$ cat src/rtl/shared_reg_arbiter.sv
// Purpose : round-robin arbiter writing one of N requesters into a shared register.
// Latency : 1 cycle from grant to out; a written value is held for at least HOLD cycles.
// Backpr. : no queueing; requests seen while busy are dropped, requesters hold req until granted.
//
// Ports:
//   clk, reset      - single clock, synchronous active-high reset
//   req   [N]       - per-requester write request
//   in    [N*WIDTH] - requester i data at [i*WIDTH +: WIDTH]
//   grant [N]       - one-hot (or zero) combinational grant; write happens at this posedge
//   out   [WIDTH]   - shared register value
//   valid           - a write has happened since reset
//   busy            - current value still inside its hold window, no grant possible
module shared_reg_arbiter #(
  parameter int WIDTH = 32,
  parameter int N     = 4,
  parameter int HOLD  = 1
) (
  input  logic                 clk,
  input  logic                 reset,
  input  logic [N-1:0]         req,
  input  logic [N*WIDTH-1:0]   in,
  output logic [N-1:0]         grant,
  output logic [WIDTH-1:0]     out,
  output logic                 valid,
  output logic                 busy
);

  localparam int PW = (N > 1) ? $clog2(N) : 1;
  localparam int CW = (HOLD > 1) ? $clog2(HOLD) : 1;

  logic [PW-1:0] ptr;
  logic [CW-1:0] cnt;
  logic [PW-1:0] g_idx;
  logic          found;

  assign busy = (cnt != '0);

  // Search ptr, ptr+1, ... modulo N and grant the first requester found.
  always_comb begin : grant_search
    logic [PW:0] sum;
    logic [PW-1:0] idx;
    grant = '0;
    g_idx = '0;
    found = 1'b0;
    sum   = '0;
    idx   = '0;
    if (!reset && !busy) begin
      for (int k = 0; k < N; k++) begin
        sum = {1'b0, ptr} + (PW+1)'(k);
        if (sum >= (PW+1)'(N)) begin
          sum = sum - (PW+1)'(N);
        end
        idx = sum[PW-1:0];
        if (!found && req[idx]) begin
          found      = 1'b1;
          grant[idx] = 1'b1;
          g_idx      = idx;
        end
      end
    end
  end

  always_ff @(posedge clk) begin
    if (reset) begin
      out   <= '0;
      valid <= 1'b0;
      ptr   <= '0;
      cnt   <= '0;
    end else if (found) begin
      out   <= in[g_idx*WIDTH +: WIDTH];
      valid <= 1'b1;
      ptr   <= (g_idx == PW'(N-1)) ? '0 : g_idx + 1'b1;
      // HOLD-1 further cycles of protection after the one in which the value lands.
      cnt   <= CW'(HOLD-1);
    end else if (cnt != '0) begin
      cnt <= cnt - 1'b1;
    end
  end

endmodule

$ cat config.mk
export PLATFORM = sky130hd
export DESIGN_NAME = shared_reg_arbiter
export DESIGN_NICKNAME = d
export VERILOG_FILES = /design/src/rtl/shared_reg_arbiter.sv
export SDC_FILE = /design/constraint.sdc
export NUM_CORES = 1
export LEC_CHECK = 0
export ABC_AREA = 1
export BUFFER_PORTS_ARGS = -buffer_cell sky130_fd_sc_hd__buf_2
export CAP_MARGIN = 20
export CORE_UTILIZATION = 45
export DETAILED_ROUTE_END_ITERATION = 10
export HOLD_SLACK_MARGIN = 0.15
export PLACE_DENSITY_LB_ADDON = 0.15
export RECOVER_POWER = 50
export SKIP_CTS_REPAIR_TIMING = 1
export SYNTH_ARGS = -nofsm -noshare
export SYNTH_HDL_FRONTEND = slang
export SYNTH_SLANG_ARGS = --single-unit
$ cat constraint.sdc
create_clock -name clk -period 6.1 [get_ports clk]
set_input_delay 1.22 -clock clk [delete_from_list [all_inputs] [get_ports clk]]
set_output_delay 1.22 -clock clk [all_outputs]
set_load 0.03 [all_outputs]
==> metrics.txt, run 1 <==
IO Count 172; CTS root buf clkbuf_8; core area 6026 µm²; Detailed Routing Iterations Pass 1 4; mapped cell area 2872 µm²; number of global-route vias before repair 2977; Synthesized Nets 624; Critical Path Source Type register; most common library cells after synthesis nand2_1, nand3_1, dfxtp_1, inv_1, buf_2; largest net degree at the start of global routing 62; R2R Path End out[2]; max capacitance violation total 0; fmax 226.4 MHz; Area Growth Syn to Fin 29.02%; final hold vios 0; crit path time final 4.417 ns; initial DRC count 143; post-DR wirelength/cell 11.76 µm; compound-gate portion of the synthesized area 0.04444; peak supply drop 216.5 µV; drt drc 0; synthesized flop and latch total 36; xor and xnor fraction of the mapped netlist area 0; Hold WC Path Type reg2reg; CTS max path bufs 2; placed cell count 699; Core Util, Final 0.6148; dominant combinational cell family by area after synthesis simple AND/OR/NAND/NOR gates; kind of critical path reg2reg; ys async rst share 0; Vias 3546; die area 6704 µm²; crit-path max FO 61; final cell count without fillers 708; Initial Utilization 0.4765; I/O Buffers 171; Worst EP arrival 4.59 ns; top cell type by total area after synthesis nand2_1; WP data required 6.27 ns; filler instances 638; Overall Power 0.001321 W; yosys warns 0; adder-cell share of the synthesized area 0.03486; sequential area share after synthesis 0.2510; R2R Setup Slk 1.68 ns; mux contribution to synthesized area 0; ratio of cells with drive above 1 in the final layout 0.2595; CTS tree built; first-pass GRT wire length 13030 µm; Slew headroom 0.1150; GRT Util Overall 0.2467; Main synth FF type dfxtp_1; worst-margin pin slew 1.324 ns; Pwr Density 356.4 nW/µm²; RSZ-0062 raised after global routing false; initial antenna violation count 1; CP endpoint out[2]; Final period util 0.7241; layout net count 773; Cell Rows 28; synth unique cells 28; worst setup margin 1.683 ns; Final Skew 0.006802 ns; pre-CTS setup slack 2.014 ns; Pleak 2.079 nW; Avg Cell Area, Syn 5.957 µm²; Num CTS Buffers 5; Max Slew Vio Count 0; worst r2r src ptr[1]; status complete, no violations; clock sink count 36; register area 720.7 µm²; die width 81.88 µm; Critical Path Source ptr[1]; Placer Congestion 0.9212; Yosys top cell area share 0.2588; Area contributors post-synth nand2_1, dfxtp_1, nand3_1; Clk pin slew, worst setup/hold paths 0.07 ns; synthesized instance count 482; TNS Setup 0 ns; multi-input logic area 1798 µm²; GRT overflow 0; final wirelength 8329 µm; Worst-Skew Late Latency 0.29 ns; EDFF count, synth 0; top-count cell post-synth nand2_1; Final setup viols 0; CP Capture Type register; post-route ant nets 0; drt via density 5.008; H-tree lvl count 2; post-DP HPWL 6072 µm; r2r worst-path depth 15; Simple-Gate Fraction of Synth Area 0.5464; Die Height 81.88 µm
[through the flow]
step	instance area [µm²]	hold WS, ns
after floorplan	2872	0.5809
after global placement	3621	0.4547
after detailed placement	3621	0.4578
after CTS	3747	0.4699
after global routing	3705	0.4896
final	3705	0.4715
[sequential cells by signal, indices dropped and copies added (netlist names)]
signal / flops
ptr: 2
busy: 1
valid: 1
out: 32
[worst max-delay path, cell delays in order (launching register included)]
cell and delay (ns):
dfxtp_1 0.52, inv_1 0.26, ha_1 0.46, inv_1 0.08, nand2_1 0.09, nand2_2 0.09, nor2_8 0.13, nand3_2 0.07
nand2_1 0.96, inv_2 0.60, nand2_4 0.64, nand2_1 0.10, nand3_1 0.11, nand2_1 0.07, nand2_1 0.05, nand2_1 0.07
[power by group]
group	leakage [nW]	internal (W)	switching (W)
Clock	0.0645	0.000144	0.0000860
Sequential	0.298	0.000297	0.0000466
Combinational	1.72	0.000225	0.000521
[cells by family (layout without fill, tap and decap cells)]
kind of cell	Yosys count	count (layout)
other cells	1	2
fa+ha+maj	8	8
simple gates	349	349
buf+inv	66	216
flops	36	36
compound gates	22	22
[layout make-up]
type | instances | share of cell area
well taps | 75 | 0.02533
repair buffers | 172 | 0.2215
multi-input cells | 380 | 0.4853
clock inverters | 1 | 0.008105
inverters | 36 | 0.03850
clock buffers | 7 | 0.02600
diodes | 1 | 0.0006754
flip-flops and latches | 36 | 0.1945
[per-layer routing]
| layer | routed length [µm] | up-vias | share of wire | GRT usage |
|---|---|---|---|---|
| li1 | - | 1852 | - | - |
| met1 | 3480 | 1561 | 0.42 | 0.2923 |
| met2 | 4102 | 119 | 0.49 | 0.4355 |
| met3 | 608 | 14 | 0.073 | 0.06556 |
| met4 | 138 | 0 | 0.017 | 0.06491 |
| met5 | 0 | - | 0 | 0 |
[cells in the final DEF (no fill, tap or decap), drive strengths merged]
master,n
nand2,207
buf,138
nand3,136
clkbuf,41
dfxtp,36
inv,35
o21ai,10
ha,8
a21oi,4
o21bai,4
nor2,4
a31oi,3
nand3b,2
diode,1
clkinv,1
o311ai,1
conb,1
bufinv,1
[worst min-delay path by stage]
stage                     cells after the start  startpoint  endpoint
after floorplan                               2       valid     valid
after global placement                        2     out[21]   out[21]
after detailed placement                      2      out[4]    out[4]
after CTS                                     2      out[4]    out[4]
after global routing                          2      out[5]    out[5]
final                                         2      out[4]    out[4]
No activity file was read; power rests on OpenSTA's default activity.
==> inputs of run 2 (changes only) <==
Settings changed: CORE_UTILIZATION 45 to 44.
Clock period 6.1 ns to 4.3 ns, I/O delays scaled along.
==> run 2 against run 1 <==
Against the previous run:
- count of clock-buffer cells in the layout unchanged
- final cell count increased by 0.28%
- sequential share of layout area increased by 0.086 points
- largest cell class unchanged
- clock power increased by 14%
- worst hold slack got worse by 0.0097 ns
- via count increased by 1.7%
- design area decreased by 0.44%
- register-to-register slack got worse by 0.97 ns
==> metrics.txt, run 2 (synthesis results as in run 1) <==
status complete, no violations; initial antenna violation count 0; Die Height 82.79 µm; worst r2r src ptr[1]; crit-path max FO 32; WHS Endpoint valid; Final Skew 0.002727 ns; Cell Rows 29; WP data required 4.48 ns; final cell count without fillers 710; Core Util, Final 0.5842; most frequent cells in the layout nand2_1, buf_2, nand3_1; Detailed Routing Iterations Pass 1 4; Hold WC Path Type reg2reg; r2r worst-path depth 14; met1 GRT Util 0.2963; R2R Path End out[21]; number of global-route vias before repair 2884; final hold vios 0; Regs by FF count out: 32 flops, ptr: 2 flops; kind of critical path reg2reg; sw frac 0.5116; max capacitance violation total 0; post-DR wirelength/cell 11.94 µm; NetSw 0.0009309 W; Critical Path Source ptr[1]; Largest register FFs 32; Area Growth Syn to Fin 28.45%; I/O Buffers 171; M3 GR Usage 0.06011; drt drc 0; clock sink count 36; Final setup viols 0; die area 6853 µm²; Comb pwr share 0.589; Worst-Skew Late Latency 0.29 ns; Reg power frac 0.268; post-DP HPWL 6259 µm; Final period util 0.8332; clock share of power 0.144; crit path time final 3.583 ns; core area 6314 µm²; GRT overflow 0; Initial Utilization 0.4548; worst-margin pin slew 1.453 ns; hold_sp valid; CP Capture Type register; initial DRC count 135; drt via density 5.077; fmax 279.1 MHz; first-pass GRT wire length 13040 µm; TNS Setup 0 ns; Worst EP arrival 3.76 ns; RSZ-0062 raised after global routing false; final wirelength 8477 µm; layout net count 775; Slew headroom 0.03130; Pleak 2.071 nW; # diodes 0; Critical Path Source Type register; Biggest register out; die width 82.79 µm; IO Count 172; H-tree lvl count 2; CTS tree built; GRT Util Overall 0.2464; Num CTS Buffers 5; met2 Use GR 0.4279; Clk pin slew, worst setup/hold paths 0.07 ns; Hold Crit Depth 2; Cell Int Power 0.0008887 W; placed cell count 703; Pwr Density 493.3 nW/µm²; R2R Setup Slk 0.72 ns; Vias 3605; commonest non-fill, non-tap cell in the layout nand2_1; Most Used Layer, Global Route met2; ratio of cells with drive above 1 in the final layout 0.2607; largest net degree at the start of global routing 62; Placer Congestion 0.9520; CTS max path bufs 2; CTS root buf clkbuf_8; post-route ant nets 0; Max Slew Vio Count 0; peak supply drop 281.3 µV
==> run 2: changes by cell type in the layout (fill, tap and decap cells not counted), sizes merged <==
cell / delta
buf: +1
clkbuf: +1
diode: -1
bufinv: -1
==> run 2: worst max-delay path by stage <==
stage / end / depth (start not counted)
2_1_floorplan: grant[0] / 12
6_report: out[21] / 14
5_1_grt: out[21] / 14
4_1_cts: grant[1] / 11
3_3_place_gp: out[28] / 14
3_5_place_dp: out[28] / 14
==> run 2: per-stage QoR <==
step                hold slack, ns  cell area, µm²  total power [W]  setup slack [ns]
detailed placement          0.4554            3638         0.001587             1.011
global route                0.4892            3689         0.001982            0.4156
CTS                         0.4644            3735         0.001851            0.8541
global placement            0.4449            3638         0.001575             1.089
finish                      0.4618            3689         0.001820            0.7171
floorplan                   0.5809            2872         0.001349             1.525
==> run 2: final cells by class <==
type | instances | area (µm²)
timing repair buffer | 174 | 832.0
tap | 77 | 96.34
fill | 683 | 2625
clock buffer | 7 | 96.34
sequential | 36 | 720.7
multi-input combinational | 380 | 1800
inverter | 36 | 142.6
==> run 2: critical path, cell delays in order (launching register included) <==
cell and delay (ns):
dfxtp_1 0.50, inv_1 0.25, ha_1 0.46, inv_1 0.09, nand2_1 0.09, nand2_2 0.09, nor2_8 0.14, nand3_2 0.08
nand2_2 0.19, clkbuf_1 1.09, o21bai_1 0.19, nand3_1 0.13, nand2_1 0.06, nand2_1 0.06, nand2_1 0.06
==> run 2: metal layers <==
metal,part of all wire,vias up
met1,0.43,1615
li1,-,1851
met4,0.019,0
met3,0.056,13
met2,0.49,126
met5,0,-
==> run 2: power by group through the flow <==
stage / combinational, W / sequential [W] / clock [W]
5_1_grt: 0.00120 / 0.000498 / 0.000287
2_1_floorplan: 0.000713 / 0.000637 / 0
4_1_cts: 0.00110 / 0.000485 / 0.000266
3_3_place_gp: 0.00109 / 0.000487 / 0
3_5_place_dp: 0.00110 / 0.000490 / 0
6_report: 0.00107 / 0.000487 / 0.000262
==> inputs of run 3 (changes only) <==
Clock period 4.3 ns to 3.4 ns, I/O delays scaled along.
==> run 3 against run 2 <==
Against the previous run:
- design area up 0.41%
- highest routed layer unchanged
- sequential cell count stayed put
- sequential power is 24% higher
==> metrics.txt, run 3 (synthesis results as in run 1) <==
status complete, no violations; Initial Utilization 0.4548; placed inst area 3661 µm²; Die Height 82.79 µm; Slew headroom 0.3544; Placer Congestion 0.8695; Biggest register out; max capacitance violation total 0; Final Skew 0.009183 ns; Final setup viols 0; worst r2r src ptr[1]; die area 6853 µm²; Regs by FF count out: 32 flops, ptr: 2 flops; Critical Path Source Type register; post-DR wirelength/cell 12.05 µm; initial antenna violation count 0; I/O Buffers 171; Max Slew Vio Count 0; GRT Util Overall 0.2414; Num CTS Buffers 5; hold_sp valid; drt via density 5.087; CTS max path bufs 2; WHS Endpoint valid; WHS 0.4611 ns; Core Util, Final 0.5866; core area 6314 µm²; GRT overflow 0; WP data required 2.72 ns; R2R Setup Slk 0.53 ns; Vias 3632; number of global-route vias before repair 2944; final hold vios 0; IO Count 172; filler instances 663; initial DRC count 109; layout net count 778; Worst EP arrival 2.48 ns; Cell Int Power 0.001103 W; Largest register FFs 32; Pwr Density 619.4 nW/µm²; Hold WC Path Type reg2reg; ratio of cells with drive above 1 in the final layout 0.2669; TNS Setup 0 ns; R2R Path End out[23]; clock sink count 36; largest net degree at the start of global routing 62; CTS root buf clkbuf_8; Final period util 0.9298; Detailed Routing Iterations Pass 1 4; fmax 316.3 MHz; Comb pwr share 0.607; post-route cell area 3704 µm²; peak supply drop 317.4 µV; kind of critical path reg2out; post-route ant nets 0; worst-margin pin slew 0.9625 ns; CTS tree built; Area Growth Syn to Fin 28.98%; Reg power frac 0.263; Worst-Skew Late Latency 0.28 ns; die width 82.79 µm; Clk pin slew, worst setup/hold paths 0.07 ns; first-pass GRT wire length 12860 µm; crit path time final 3.161 ns; NetSw 0.001192 W; # diodes 0; commonest non-fill, non-tap cell in the layout nand2_1; Pleak 2.080 nW; r2r worst-path depth 14; final wirelength 8604 µm; clock share of power 0.130; Hold Crit Depth 2; post-DP HPWL 6269 µm; sw frac 0.5194; H-tree lvl count 2; CP Capture Type primary output; crit-path max FO 9; RSZ-0062 raised after global routing false; Cell Rows 29; most frequent cells in the layout nand2_1, buf_2, nand3_1; drt drc 0
## run 3: through the flow
stage | worst slack, ns | power [W] | std cells
5_1_grt | 0.05142 | 0.002487 | 714
3_3_place_gp | 0.6163 | 0.001995 | 706
4_1_cts | 0.1668 | 0.002325 | 714
2_1_floorplan | 0.8048 | 0.001707 | 482
3_5_place_dp | 0.4830 | 0.002022 | 706
6_report | 0.2388 | 0.002294 | 714
## run 3: final cells by class
type                    count  area, µm²  area share
inverters                  36      142.6     0.03851
repair buffers            177      855.8      0.2311
clock buffers               7      76.32     0.02061
multi-input cells         380       1803      0.4868
well taps                  77      96.34     0.02601
clock inverters             1      8.758    0.002365
flip-flops and latches     36      720.7      0.1946
## run 3: how the worst max path moves through the flow
| stage | startpoint | end | slack, ns | depth (start not counted) |
|---|---|---|---|---|
| final | ptr[1] | grant[1] | 0.24 | 11 |
| after global routing | ptr[1] | grant[2] | 0.05 | 11 |
| after CTS | ptr[1] | grant[1] | 0.17 | 11 |
| after detailed placement | ptr[1] | grant[1] | 0.48 | 11 |
| after global placement | ptr[1] | grant[3] | 0.62 | 11 |
| after floorplan | ptr[1] | grant[0] | 0.80 | 12 |
## run 3: worst max-delay path, stage by stage, from the launching register on
cell      delay, ns
dfxtp_1        0.50
inv_2          0.16
ha_2           0.42
inv_1          0.07
nand2_1        0.08
nand2_2        0.10
nor2_8         0.14
nand3b_1       0.19
o21ai_0        0.24
nand2_1        0.07
inv_1          0.05
buf_2          0.18
## run 3: routing by layer
layer,global-route usage,vias to the layer above,wire length [µm]
met1,0.2734,1642,3604
met4,0.08793,0,176
met5,0,-,0
li1,-,1853,-
met3,0.05792,16,523
met2,0.4361,121,4301
## run 3: power by group through the flow
stage | clock, W | sequential (W) | combinational (W)
after floorplan | 0 | 0.000805 | 0.000901
after global placement | 0 | 0.000602 | 0.00139
after detailed placement | 0 | 0.000605 | 0.00142
after CTS | 0.000307 | 0.000599 | 0.00142
after global routing | 0.000327 | 0.000616 | 0.00154
final | 0.000298 | 0.000603 | 0.00139
